<file path="config.mk">
export PLATFORM = sky130hd
export DESIGN_NAME = mant_mult_seq
export DESIGN_NICKNAME = d
export VERILOG_FILES = /design/src/rtl/fpu_pkg.sv /design/src/rtl/rca_n.sv /design/src/rtl/mant_mult_seq.sv
export SDC_FILE = /design/constraint.sdc
export NUM_CORES = 1
export LEC_CHECK = 0
export BUFFER_PORTS_ARGS = -buffer_cell sky130_fd_sc_hd__buf_2
export CAP_MARGIN = 5
export CORE_MARGIN = 8
export CORE_UTILIZATION = 45
export DETAILED_ROUTE_END_ITERATION = 12
export PLACE_DENSITY_LB_ADDON = 0.05
export REMOVE_ABC_BUFFERS = 1
export SLEW_MARGIN = 20
export SYNTH_ARGS = -nofsm -noshare
export SYNTH_HDL_FRONTEND = slang
export SYNTH_SLANG_ARGS = --single-unit
</file>
<file path="constraint.sdc">
create_clock -name CLK -period 9.2 [get_ports CLK]
set_clock_uncertainty 0.05 [all_clocks]
set_input_delay 0.92 -clock CLK [delete_from_list [all_inputs] [get_ports CLK]]
set_output_delay 0.92 -clock CLK [all_outputs]
set_load 0.1 [all_outputs]
</file>
<file path="src/rtl/fpu_pkg.sv">
// Shared FPU datapath definitions.
//   state_t    : control-FSM encoding used by the iterative mantissa multiplier
//   SIG_W_SP/DP: significand widths (hidden bit included) for single/double
package fpu_pkg;

   typedef enum logic [1:0] {
      ST_IDLE = 2'b00,
      ST_RUN  = 2'b01,
      ST_DONE = 2'b10
   } state_t;

   localparam int SIG_W_SP = 24;
   localparam int SIG_W_DP = 53;

endpackage

</file>
<file path="src/rtl/rca_n.sv">
// N-bit ripple-carry adder built as a half-adder at bit 0 followed by a
// full-adder chain.
//   a, b : N-bit addends
//   sum  : N-bit sum
//   cout : carry out of the MSB
module rca_n #(
   parameter int N = 24
) (
   input  logic [N-1:0] a,
   input  logic [N-1:0] b,
   output logic [N-1:0] sum,
   output logic         cout
);

   // c[i] is the carry into bit i
   logic [N:1] c;

   // bit 0: half adder, no carry-in
   assign sum[0] = a[0] ^ b[0];
   assign c[1]   = a[0] & b[0];

   // bits 1..N-1: full adders
   genvar i;
   generate
      for (i = 1; i < N; i++) begin : g_fa
         assign sum[i] = a[i] ^ b[i] ^ c[i];
         assign c[i+1] = (a[i] & b[i]) | (c[i] & (a[i] ^ b[i]));
      end
   endgenerate

   assign cout = c[N];

endmodule

</file>
<file path="src/rtl/mant_mult_seq.sv">
// Iterative radix-2 shift-and-add unsigned significand multiplier.
// One multiplier bit is consumed per RUN cycle; the full 2N-bit product is
// available N cycles after START and held until ACK.
//   CLK, RSTn : clock, asynchronous active-low reset
//   START,A,B : operand strobe and operands (taken only while READY)
//   READY     : idle, able to accept START
//   VALID,ACK : product handshake toward the normalise/round stage
//   P         : registered 2N-bit product, held until the next completion
module mant_mult_seq
   import fpu_pkg::*;
#(
   parameter int N = SIG_W_SP
) (
   input  logic         CLK,
   input  logic         RSTn,
   input  logic         START,
   input  logic [N-1:0] A,
   input  logic [N-1:0] B,
   output logic         READY,
   output logic         VALID,
   input  logic         ACK,
   output logic [2*N-1:0] P
);

   localparam int CW = (N > 2) ? $clog2(N) : 1;

   state_t        st;
   logic          ready_q, valid_q;
   logic [N-1:0]  mcand, mplr;
   logic [N:0]    acc;
   logic [CW-1:0] cnt;

   logic [N-1:0]  addend, sum;
   logic          cout;
   logic [N:0]    acc_nx;
   logic [N-1:0]  mplr_nx;

   assign addend = mplr[0] ? mcand : '0;

   rca_n #(.N(N)) u_rca (
      .a    (acc[N-1:0]),
      .b    (addend),
      .sum  (sum),
      .cout (cout)
   );

   // {carry,sum,mplr} shifted right by one: the partial product moves down,
   // its LSB drops into the vacated top of the multiplier register.
   assign acc_nx  = {1'b0, cout, sum[N-1:1]};
   assign mplr_nx = {sum[0], mplr[N-1:1]};

   always_ff @(posedge CLK or negedge RSTn) begin
      if (!RSTn) begin
         st      <= ST_IDLE;
         ready_q <= 1'b1;
         valid_q <= 1'b0;
         mcand   <= '0;
         mplr    <= '0;
         acc     <= '0;
         cnt     <= '0;
         P       <= '0;
      end else begin
         case (st)
            ST_IDLE: if (START) begin
               mcand   <= A;
               mplr    <= B;
               acc     <= '0;
               cnt     <= CW'(N-1);
               st      <= ST_RUN;
               ready_q <= 1'b0;
            end
            ST_RUN: begin
               acc  <= acc_nx;
               mplr <= mplr_nx;
               cnt  <= cnt - 1'b1;
               if (cnt == '0) begin
                  P       <= {acc_nx[N-1:0], mplr_nx};
                  st      <= ST_DONE;
                  valid_q <= 1'b1;
               end
            end
            ST_DONE: if (ACK) begin
               st      <= ST_IDLE;
               valid_q <= 1'b0;
               ready_q <= 1'b1;
            end
            default: begin
               st      <= ST_IDLE;
               valid_q <= 1'b0;
               ready_q <= 1'b1;
            end
         endcase
      end
   end

   assign READY = ready_q;
   assign VALID = valid_q;

   // the partial product never spills past N+1 bits before the shift
   always_ff @(posedge CLK) begin
      if (RSTn && st == ST_RUN)
         assert (!acc[N]);
   end

endmodule

</file>
Word level (Yosys, flattened, before mapping)
Index checks and enable logic that the tools add are counted.

word-level totals
  output and inout bits = 50
  word-level logic and storage cells = 159
  bits in registers = 129
  input bits = 52

cells by class
  muxes and demuxes = 17
  reduce and logical (&&, ||, !) cells = 9
  bitwise logic cells = 119
  add/sub/neg operators = 1
  eq/ne operators = 5

operators with widths
  operator               number
  $pmux W24 S2           2
  $mux W24               3
  $and A1 B1 Y1          47
  $xor A1 B1 Y1          47
  $or A1 B1 Y1           23
  $pmux W5 S2            1
  $reduce_and A3 Y1      3
  $mux W2                3
  $ne A2 B2 Y1 const B   3
  $pmux W1 S3            2
  $pmux W2 S3            1
  $reduce_and A2 Y1      3
  $logic_not A5 Y1       1
  $mux W5                1
  $sub A5 B1 Y5 const B  1
  $mux W1                4
  $eq A2 B1 Y1 const B   1
  $eq A2 B2 Y1 const B   1
  $logic_not A2 Y1       1
  $not A1 Y1             2
  $reduce_bool A2 Y1     1

Longest topological paths before layout
  word-level depth = 49
  gate-level depth with buffers = 28
  depth with buffers taken out = 27

Cells and area by module
Synthesis repeated with hierarchy kept, for this count alone.

second synthesis, totals
  cell total of the unflattened synthesis = 413
  area, all modules = 5695.5 um^2

by module, submodules not included
  module         area an instance (um^2)  cells an instance  instances  sequential area each (um^2)
  mant_mult_seq  5185.0                   379                1          3229.3
  rca_n          510.5                    34                 1          0.0

Least setup slack after synthesis
Ideal clock, no wire load.

  path kind = reg-to-reg
  from = register mplr[0]
  to = register acc[22]
  clock period less this slack = 10.013 ns
  buffers on the path = 2
  slack = -0.813 ns
  data required time = 9.017 ns
  arrival time = 9.831 ns
  setup time = 0.133 ns
  stages on the path, launching flop included = 28
  cell sequence = dfrtp_1 > clkbuf_1 > clkbuf_1 > nand2_1 > fa_1 > fa_1 > fa_1 > fa_1 > fa_1 > fa_1 > fa_1 > fa_1 > fa_1 > fa_1 > fa_1 > fa_1 > fa_1 > fa_1 > fa_1 > fa_1 > fa_1 > fa_1 > fa_1 > fa_1 > fa_1 > fa_1 > fa_1 > o22ai_1

on the way
  cells in the longest elaborated chain, start to end = 48
  elaborated cells between the ends (all ways) = 93
  classes of those cells = mux (2); bitwise (91)

RTL lines
  element                                         line                      text
  from (decl)                                     mant_mult_seq.sv:29       logic [N-1:0] mcand, mplr;
  from (signal assigned)                          mant_mult_seq.sv:74       mplr <= mplr_nx;
  $mux W24 (*)                                    mant_mult_seq.sv:38       assign addend = mplr[0] ? mcand : '0;
  $and A1 B1 Y1 or $xor A1 B1 Y1 (tied branches)  rca_n.sv:20, rca_n.sv:27
  $and A1 B1 Y1                                   rca_n.sv:27               assign c[i+1] = (a[i] & b[i]) | (c[i] & (a[i] ^ b[i]));
  $or A1 B1 Y1                                    rca_n.sv:27
  $and A1 B1 Y1                                   rca_n.sv:27
  $or A1 B1 Y1                                    rca_n.sv:27
  $and A1 B1 Y1                                   rca_n.sv:27
  $or A1 B1 Y1                                    rca_n.sv:27
  (+32 left out)                                  -
  $and A1 B1 Y1                                   rca_n.sv:27
  $or A1 B1 Y1                                    rca_n.sv:27
  $and A1 B1 Y1                                   rca_n.sv:27
  $or A1 B1 Y1                                    rca_n.sv:27
  $and A1 B1 Y1                                   rca_n.sv:27
  $or A1 B1 Y1                                    rca_n.sv:27
  $xor A1 B1 Y1 (*)                               rca_n.sv:26               assign sum[i] = a[i] ^ b[i] ^ c[i];
  $pmux W24 S2 (*)                                mant_mult_seq.sv:63       case (st)
  to (signal assigned)                            mant_mult_seq.sv:73       acc <= acc_nx;
  to (decl)                                       mant_mult_seq.sv:30       logic [N:0] acc;

Mark *: on every way between the ends. The rest lies on a longest branch, timed or not.
A chain may end at the register's enable or synchronous reset.

Worst setup path in the final report
Ends and elaborated chain as after synthesis.

==> results.py <==
metrics = {
    "detailed_routing": {
        "drtAntennaViolNets": 0,
        "wl_per_cell_um": 15.7,
        "dr.first_iter.drc_count": 208,
        "firstDrtPassIters": 4,
        "drc_errors": 0,
        "vias": 3741,
        "viasPerCell": 4.92,
        "wl_um": 11900,
    },
    "synth": {
        "synth.yosys.seq_area_share_pct": 56.5,
        "synthesis.instances": 476,
        "ys_ff_latch": 129,
        "syn_area_per_cell_sq_um": 12.0,
        "synth_top_area_cell": "dfrtp_1",
        "ys_types": 30,
        "synth_area_sq_um": 5720,
        "synth.area.top_cells": "dfrtp_1, fa_1, nand2_1",
        "synth.yosys.warnings": 0,
        "synth_top_area_share_pct": 56.0,
    },
    "min_path": {
        "hp-class": "reg -> reg",
        "whs_endpoint": "P[19]",
        "worstHoldStart": "P[19]",
        "min_path_cells": 1,
    },
    "critical_path": {
        "arrival_ns": 9.30,
        "criticalPathCategory": "reg -> reg",
        "path_max_fanout": 2,
        "max_stage_delay_ns": 0.51,
        "reg2reg_from": "mplr[0]",
        "crit_path_frequent_cell": "fa_2",
        "worst_setup_path_start_kind": "flop",
        "rrSetupSlack_ns": 0.09,
        "crit_path_end_kind": "flop",
        "crit_required_ns": 9.39,
        "r2r_cells": 27,
        "critical-path-top-delay-family": "adder cells",
        "worst_path_max_delay_cell": "fa_1",
        "reg2reg_to": "acc[22]",
        "crit_buf_inv": 1,
    },
    "finish": {
        "seqCellArea_sq_um": 3230,
        "antenna_cells": 0,
        "final_nets": 654,
        "fill_cells": 1179,
        "drive_above_1_share_pct": 32.0,
        "multi_input_area_sq_um": 2230,
        "final_util_pct": 55.5,
        "area_delta_synth_final_pct": 21.4,
    },
    "grt": {
        "grt.overflow.total": 0,
        "grt_usage_pct": 15.6,
        "grt_max_degree": 76,
        "antenna_found_initial": 0,
        "grt_first_pass_wirelength_um": 20000,
        "grt_pass1_vias": 4011,
    },
    "sta": {
        "whs_ns": 0.432,
        "timing.final.crit_share_pct": 99.0,
        "worstMarginPinSlew_ns": 1.04,
        "setup_violations": 0,
        "timing.fmax_ghz": 0.110,
        "rsz0062_at_grt": "yes",
        "slew_headroom_pct": 30.6,
        "maxSlewViolCount": 0,
        "min_period_ns": 9.11,
        "hold_viol_final": 0,
    },
    "outcome": {
        "outcome": "finished, final reports clean",
    },
    "clocking": {
        "cts_root_buf": "clkbuf_16",
        "cts.hold.buffers_added": 0,
        "clockBufferDepth": 2,
        "clkSinkCount": 129,
        "insertion_delay_ns": 0.41,
        "h-tree-depth": 4,
        "cts_buffers": 17,
        "cts_tree": "built",
        "clk_pin_slew_ns": 0.05,
    },
    "floorplan": {
        "rows": 41,
        "start_util_pct": 45.7,
        "core_area_sq_um": 12500,
        "die_h_um": 129,
        "ios": 102,
        "dieWidth_um": 129,
        "die_area_sq_um": 16600,
    },
    "placed_design": {
        "place.gp.congestion": 0.708,
        "hpwl_um": 7920,
        "place.port_buffers": 101,
    },
    "run": {
        "cap_violations": 0,
    },
}
[cells in the mapped netlist (all sizes together)]
library cell  instances
dfrtp               128
nand2                99
inv                  51
mux2                 48
mux2i                26
a22oi                24
o22ai                24
fa                   23
buf                  16
clkbuf               11
ha                    3
nor2                  3
o21ai                 3
a21oi                 2
nand2b                2
nor4b                 2
o21bai                2
a211oi                1
a31oi                 1
and2                  1
dfstp                 1
nor2b                 1
nor3                  1
nor3b                 1
nor4                  1
o22a                  1
[cells by family after synthesis]
family / synth area share [%]
simple gates: 8.16
mux: 14.0
buf+inv: 5.80
flops: 56.5
fa+ha+maj: 8.71
compound gates: 6.87
[per-layer routing]
layer	wire length (um)	up-vias	global-route usage, %
li1	-	1772	-
met1	5480	1859	20.0
met2	5560	95	23.7
met3	726	15	4.92
met4	181	0	6.84
met5	0	-	0
[cell type report]
type,count,area share [%]
Tap cell,172,3.10
Inverter,51,2.76
Timing Repair Buffer,108,8.12
Clock buffer,24,6.94
Multi-Input combinational cell,269,32.1
Clock inverter,7,0.504
Sequential cell,129,46.5
[registers in the layout (all words and copies together), names as in the netlist]
name / flops
READY: 1
cnt: 5
P: 48
mcand: 24
VALID: 1
st: 2
mplr: 24
acc: 24
[stage by stage]
step	setup TNS, ns	setup slack, ns	cell area [sq um]	std cells
floorplan	-5.25	-1.05	5580	449
global placement	-3.72	-0.806	6370	728
detailed placement	-4.33	-0.892	6370	728
CTS	0	0.0413	6940	759
global route	-0.177	-0.122	6950	760
finish	0	0.0907	6950	760
[cells in the final DEF (no fill, tap or decap), drive strengths merged, types with 2 or more instances in the layout]
cell    count
nor4b       2
nand2b      2
o21ai       3
buf       108
o22ai      24
o21bai      2
mux2       48
mux2i      26
dfrtp     128
clkinv      7
inv        51
ha          3
nand2      99
clkbuf     24
nor2        3
fa         23
a21oi       2
a22oi      24
[worst max path at each step]
stage,slack [ns],cells after the start,endpoint,startpoint
final,0.09,27,acc[22],mplr[0]
after global routing,-0.12,27,acc[22],mplr[0]
after CTS,0.04,27,acc[22],mcand[0]
after detailed placement,-0.89,27,acc[22],mcand[0]
after global placement,-0.81,27,acc[22],mplr[0]
after floorplan,-1.05,27,acc[22],mplr[0]
[repair_timing]
item	CTS	global route
pin swaps	2	2
resized for setup	22	0
buffers inserted	0	1
setup endpoints to repair	8	4
Power is left out: the tool's default activity adds up to more than one toggle a clock period on the data nets, which glitch-free logic cannot reach.
